==> src/rtl/hamming_pkg.sv <==
`default_nettype none
// ============================================================================
// Module   : hamming_pkg
// Purpose  : Shared helpers for the Hamming SECDED pipeline: parity-width
//            derivation, power-of-two test, data-index to Hamming-position
//            mapping and the word classification enum.
// Ports    : (package, no ports)
// Revision : 1.0 - initial release
// ============================================================================
package hamming_pkg;

  typedef enum logic [1:0] {
    CLEAN  = 2'd0,
    SINGLE = 2'd1,
    DOUBLE = 2'd2
  } class_e;

  // Smallest r with 2^r >= data_w + r + 1. r is monotonic, so a fixed number
  // of conditional increments is enough for data_w up to 57 (r <= 7).
  function automatic int par_w_f(input int data_w);
    int r;
    r = 1;
    for (int k = 0; k < 8; k++) begin
      if ((1 << r) < data_w + r + 1) r = r + 1;
    end
    return r;
  endfunction

  function automatic bit is_pow2(input int x);
    return (x > 0) && ((x & (x - 1)) == 0);
  endfunction

  // Hamming position (1-based) of data bit idx: the idx-th position that is
  // not a power of two, counting from position 3.
  function automatic int data_pos(input int idx);
    int cnt;
    int pos;
    cnt = 0;
    pos = 0;
    for (int p = 1; p < 128; p++) begin
      if (!is_pow2(p)) begin
        if (cnt == idx && pos == 0) pos = p;
        cnt = cnt + 1;
      end
    end
    return pos;
  endfunction

endpackage
`default_nettype wire

==> src/rtl/hamming_syndrome.sv <==
`default_nettype none
// ============================================================================
// Module   : hamming_syndrome
// Purpose  : Combinational syndrome and overall-parity computation.
// Ports    : code_i     - received codeword (bit i = position i+1, MSB = overall
//                         parity bit)
//            syndrome_o - XOR of positions of all set bits below the MSB
//            parity_o   - XOR of every codeword bit
// Revision : 1.0 - initial release
// ============================================================================
module hamming_syndrome
  import hamming_pkg::*;
#(
  parameter  int DATA_W = 4,
  localparam int PAR_W  = par_w_f(DATA_W),
  localparam int CODE_W = DATA_W + PAR_W + 1
) (
  input  logic [CODE_W-1:0] code_i,
  output logic [PAR_W-1:0]  syndrome_o,
  output logic              parity_o
);

  always_comb begin
    syndrome_o = '0;
    for (int i = 0; i < CODE_W - 1; i++) begin
      if (code_i[i]) syndrome_o = syndrome_o ^ PAR_W'(i + 1);
    end
    parity_o = ^code_i;
  end

endmodule
`default_nettype wire

==> src/rtl/hamming_secded_pipe.sv <==
`default_nettype none
// ============================================================================
// Module   : hamming_secded_pipe
// Purpose  : Two-stage valid/ready SECDED decoder with saturating single- and
//            double-error counters.
// Ports    : clk, rst_n (async, active low)
//            in_valid/in_ready/in_code             - codeword input handshake
//            out_valid/out_ready                   - result handshake
//            out_data/out_syndrome/out_single/out_double - decoded result
//            cnt_clear                             - synchronous counter clear
//            cnt_single/cnt_double                 - saturating error counters
// Revision : 1.0 - initial release
// ============================================================================
module hamming_secded_pipe
  import hamming_pkg::*;
#(
  parameter  int DATA_W = 4,
  parameter  int CNT_W  = 16,
  localparam int PAR_W  = par_w_f(DATA_W),
  localparam int CODE_W = DATA_W + PAR_W + 1
) (
  input  logic              clk,
  input  logic              rst_n,
  input  logic              in_valid,
  output logic              in_ready,
  input  logic [CODE_W-1:0] in_code,
  output logic              out_valid,
  input  logic              out_ready,
  output logic [DATA_W-1:0] out_data,
  output logic [PAR_W-1:0]  out_syndrome,
  output logic              out_single,
  output logic              out_double,
  input  logic              cnt_clear,
  output logic [CNT_W-1:0]  cnt_single,
  output logic [CNT_W-1:0]  cnt_double
);

  // ---------------- stage 1: code, syndrome, parity -------------------------
  logic              s1_valid_q;
  logic [CODE_W-1:0] s1_code_q;
  logic [PAR_W-1:0]  s1_syn_q;
  logic              s1_par_q;
  logic [PAR_W-1:0]  syn_d;
  logic              par_d;

  // ---------------- stage 2: decoded result ---------------------------------
  logic              out_valid_q;
  logic [DATA_W-1:0] out_data_q,  out_data_d;
  logic [PAR_W-1:0]  out_syn_q;
  logic              out_single_q, out_double_q;
  class_e            cls_d;
  logic [CODE_W-1:0] fixed_code_d;

  logic [CNT_W-1:0]  cnt_single_q, cnt_double_q;

  logic s2_load;
  logic s1_load;
  logic out_fire;

  // Stage 2 moves whenever its slot is free or being drained; stage 1 moves
  // when empty or when it can hand its word on, which collapses bubbles.
  assign s2_load  = !out_valid_q || out_ready;
  assign s1_load  = !s1_valid_q || s2_load;
  assign in_ready = s1_load;
  assign out_fire = out_valid_q && out_ready;

  hamming_syndrome #(.DATA_W(DATA_W)) u_syndrome (
    .code_i     (in_code),
    .syndrome_o (syn_d),
    .parity_o   (par_d)
  );

  always_ff @(posedge clk or negedge rst_n) begin
    if (!rst_n) begin
      s1_valid_q <= 1'b0;
      s1_code_q  <= '0;
      s1_syn_q   <= '0;
      s1_par_q   <= 1'b0;
    end else if (s1_load) begin
      s1_valid_q <= in_valid;
      if (in_valid) begin
        s1_code_q <= in_code;
        s1_syn_q  <= syn_d;
        s1_par_q  <= par_d;
      end
    end
  end

  // Classification and correction. A nonzero syndrome that points past the
  // last codeword position cannot be a single flip, so it is uncorrectable.
  always_comb begin
    fixed_code_d = s1_code_q;
    cls_d        = CLEAN;
    if (s1_par_q) begin
      if (s1_syn_q == '0) begin
        cls_d = SINGLE;
      end else if (int'(s1_syn_q) <= CODE_W - 1) begin
        cls_d = SINGLE;
        for (int i = 0; i < CODE_W - 1; i++) begin
          if (s1_syn_q == PAR_W'(i + 1)) fixed_code_d[i] = ~s1_code_q[i];
        end
      end else begin
        cls_d = DOUBLE;
      end
    end else if (s1_syn_q != '0) begin
      cls_d = DOUBLE;
    end
    out_data_d = '0;
    for (int j = 0; j < DATA_W; j++) begin
      out_data_d[j] = fixed_code_d[data_pos(j) - 1];
    end
  end

  always_ff @(posedge clk or negedge rst_n) begin
    if (!rst_n) begin
      out_valid_q  <= 1'b0;
      out_data_q   <= '0;
      out_syn_q    <= '0;
      out_single_q <= 1'b0;
      out_double_q <= 1'b0;
    end else if (s2_load) begin
      out_valid_q <= s1_valid_q;
      if (s1_valid_q) begin
        out_data_q   <= out_data_d;
        out_syn_q    <= s1_syn_q;
        out_single_q <= (cls_d == SINGLE);
        out_double_q <= (cls_d == DOUBLE);
      end
    end
  end

  // Counters advance on output handshakes only; clear has priority.
  always_ff @(posedge clk or negedge rst_n) begin
    if (!rst_n) begin
      cnt_single_q <= '0;
      cnt_double_q <= '0;
    end else if (cnt_clear) begin
      cnt_single_q <= '0;
      cnt_double_q <= '0;
    end else if (out_fire) begin
      if (out_single_q && cnt_single_q != '1) cnt_single_q <= cnt_single_q + 1'b1;
      if (out_double_q && cnt_double_q != '1) cnt_double_q <= cnt_double_q + 1'b1;
    end
  end

  assign out_valid    = out_valid_q;
  assign out_data     = out_data_q;
  assign out_syndrome = out_syn_q;
  assign out_single   = out_single_q;
  assign out_double   = out_double_q;
  assign cnt_single   = cnt_single_q;
  assign cnt_double   = cnt_double_q;

endmodule
`default_nettype wire

==> config.mk <==
export PLATFORM = sky130hd
export DESIGN_NAME = hamming_secded_pipe
export DESIGN_NICKNAME = d
export VERILOG_FILES = /design/src/rtl/hamming_pkg.sv /design/src/rtl/hamming_syndrome.sv /design/src/rtl/hamming_secded_pipe.sv
export SDC_FILE = /design/constraint.sdc
export NUM_CORES = 1
export LEC_CHECK = 0
export CORE_MARGIN = 4
export CORE_UTILIZATION = 53
export CTS_BUF_LIST = sky130_fd_sc_hd__clkbuf_2 sky130_fd_sc_hd__clkbuf_4 sky130_fd_sc_hd__clkbuf_8
export DETAILED_ROUTE_END_ITERATION = 8
export HOLD_SLACK_MARGIN = 0.1
export MAX_ROUTING_LAYER = met4
export PLACE_DENSITY_LB_ADDON = 0.2
export SYNTH_ARGS = -nofsm -noshare
export SYNTH_HDL_FRONTEND = slang
export SYNTH_SLANG_ARGS = --single-unit
==> constraint.sdc <==
create_clock -name clk -period 2.4 [get_ports clk]
set_input_delay 0.6 -clock clk [delete_from_list [all_inputs] [get_ports clk]]
set_output_delay 0.6 -clock clk [all_outputs]
set_load 0.02 [all_outputs]
==> impl_metrics.ini <==
[outcome]
status = complete, no violations

[clocking]
cts-root-buf = clkbuf_8
clock_path_buffers = 2
ctsHtreeMaxLevel = 2
clk_pin_slew_worst_paths_ns = 0.10
clock-sinks = 51
cts_tree = done
cts_setup_buffers = 0
clk_latency_ns = 0.31
cts_buffers = 5

[sta]
hold_viol = 0
finalSetupViolCount = 0
maxSlewHeadroom = 0.472
tightest_slew_ns = 0.786
layout_worst_path_cycle_share = 0.902
rsz0062_at_grt = false
max_freq_ghz = 0.462
slew_violations = 0
fin_crit_ns = 2.16
fin_skew_ns = 0.0113

[logic_synthesis]
netlist_instances = 270
synthMuxAreaShare = 0.0734
synth_fp_nets = 285
synth_area_per_cell_um2 = 10.1
async_flop_share = 1.00
synthAdderAreaFrac = 0.00918
yosysSeqAreaShare = 0.468
syn_area_um2 = 2730
yosysWarnings = 0
synth_top_family_by_area = simple AND/OR/NAND/NOR gates
synthDistinctLibCells = 42
synthXorXnorAreaFrac = 0.0482
synth_flop_cell = dfrtp_1
ys_seq_elements = 51
synth_edf_count = 0
yosys.area_share.simple = 0.252
synth_compound_area_frac = 0.127

[power]
p_leak_nw = 1.40
ir_drop_mv = 0.350
p_per_area_nw_per_um2 = 570

[worst_setup_path]
crit_required_ns = 1.80
rrSetupSlack_ns = 0.43
path_max_fanout = 3
critPathKind = input pin to primary output
rr_startpoint = cnt_double[0]
start_kind = input pin
end_kind = primary output
crit_start = out_ready
arrival_ns = 1.56

[place]
place_hpwl_mm = 4.53
dp.cells = 399
placed_area_um2 = 3430
gp_congestion = 0.844
io_buffers = 55

[die]
die_w_um = 79.7
row_count = 25
coreArea_um2 = 4850
dieArea_um2 = 6360
io_pins = 56
die_h_um = 79.7
initial_core_util = 0.562

[global_routing]
grt.total_usage = 0.210
antenna_found_initial = 0
grt_max_degree = 32
grt_overflow = 0
grt_pass1_wl_mm = 10.4
grt_pass1_vias = 2283

[detailed_routing]
viasPerCell = 5.79
num_vias = 2358
drt_iter0_drc = 181
wl_mm = 6.12
firstDrtPassIters = 4
ant_nets = 0
drc_errors = 0
wl_per_cell_um = 15.0

[cells_and_area]
fill_cells = 370
antenna_cells = 0
final_cells = 407
final_common_cell = clkdlybuf4s50_1
final_area_um2 = 3520
nets = 354
drive_above_1_share = 0.147
regArea_um2 = 1280
multi_input_comb_area_um2 = 1390
layout_common_cells = clkdlybuf4s50_1 (53), dfrtp_1 (51), a21oi_1 (24), nand2_1 (21), buf_4 (17)
syn2layout_area_growth_pct = 29.2

[run]
maxCapViolCount = 0

[hold_path]
holdCritPathClass = input pin to async pin
## metrics by stage
stage                     hold slack [ns]  total power [mW]  worst slack [ns]  setup TNS [ns]  utilization
final                               0.286              2.01             0.235               0        0.726
after global placement              0.467              1.51           -0.0269         -0.0269        0.708
after global routing                0.321              2.12             0.178               0        0.726
after CTS                           0.305              2.03             0.233               0        0.726
after floorplan                     0.304              1.28             0.541               0            -
after detailed placement            0.486              1.53           -0.0309         -0.0309        0.708
## registers in the layout, indices dropped and copies added, names as in the netlist
name          count
out_valid         1
out_data          4
cnt_single       16
s1_syn_q          3
out_single        1
cnt_double       16
s1_code_q         4
out_double        1
out_syndrome      3
s1_par_q          1
s1_valid_q        1
## worst max-delay path, stage by stage
cell             delay (ns)
clkdlybuf4s50_1        0.49
nand3b_1               0.13
dlygate4sd2_1          0.34
## cell usage after synthesis (all sizes together) (7+ instances only)
cell / n / area share
dfrtp: 51 / 0.47
a21oi: 24 / 0.044
nand2: 21 / 0.029
mux2: 16 / 0.066
nand3: 14 / 0.026
o21ai: 14 / 0.026
o31ai: 14 / 0.039
or4: 13 / 0.036
nand4: 11 / 0.031
nor2: 10 / 0.014
nor2b: 8 / 0.018
xnor2: 8 / 0.026
or3: 7 / 0.018
xor2: 7 / 0.022
## final timing paths
check,end,cells after the start
max in group asynchronous,cnt_single[12],2
min in group clk,out_valid,1
worst max register to register,cnt_double[11],5
worst max-delay path,in_ready,3
worst min register to register,out_valid,1
worst min-delay path,cnt_single[4],1
## where the power goes
group	internal, mW	switching (mW)	total [mW]
Combinational	0.246	0.223	0.469
Sequential	0.947	0.0905	1.04
Clock	0.228	0.274	0.502
## cells by family (layout without fill, tap and decap cells)
| group | count (synthesis) | after routing |
|---|---|---|
| compound gates | 58 | 58 |
| xor+xnor | 15 | 15 |
| fa+ha+maj | 2 | 2 |
| buf+inv | 13 | 83 |
| flops | 51 | 51 |
| mux | 18 | 18 |
| simple gates | 113 | 113 |
## layer usage
layer | wire, µm | vias to the layer above | track usage
li1 | - | 1155 | -
met3 | 320 | 8 | 0.0451
met5 | 0 | - | -
met2 | 3060 | 77 | 0.348
met1 | 2670 | 1118 | 0.259
met4 | 70 | 0 | 0.0636
## cell type report
class / instances / share of cell area
multi-input combinational: 206 / 0.395
timing repair buffer: 72 / 0.191
clock inverter: 1 / 0.00142
tap: 67 / 0.0238
clock buffer: 7 / 0.0238
inverter: 3 / 0.00320
sequential: 51 / 0.362
## what timing repair did
item | in CTS | in global routing
resized for setup | 1 | 0
setup endpoints to repair | 1 | 0
endpoints found under the hold margin | 0 | 0
hold buffers | 0 | 0
Power figures use the tool's default switching activity.
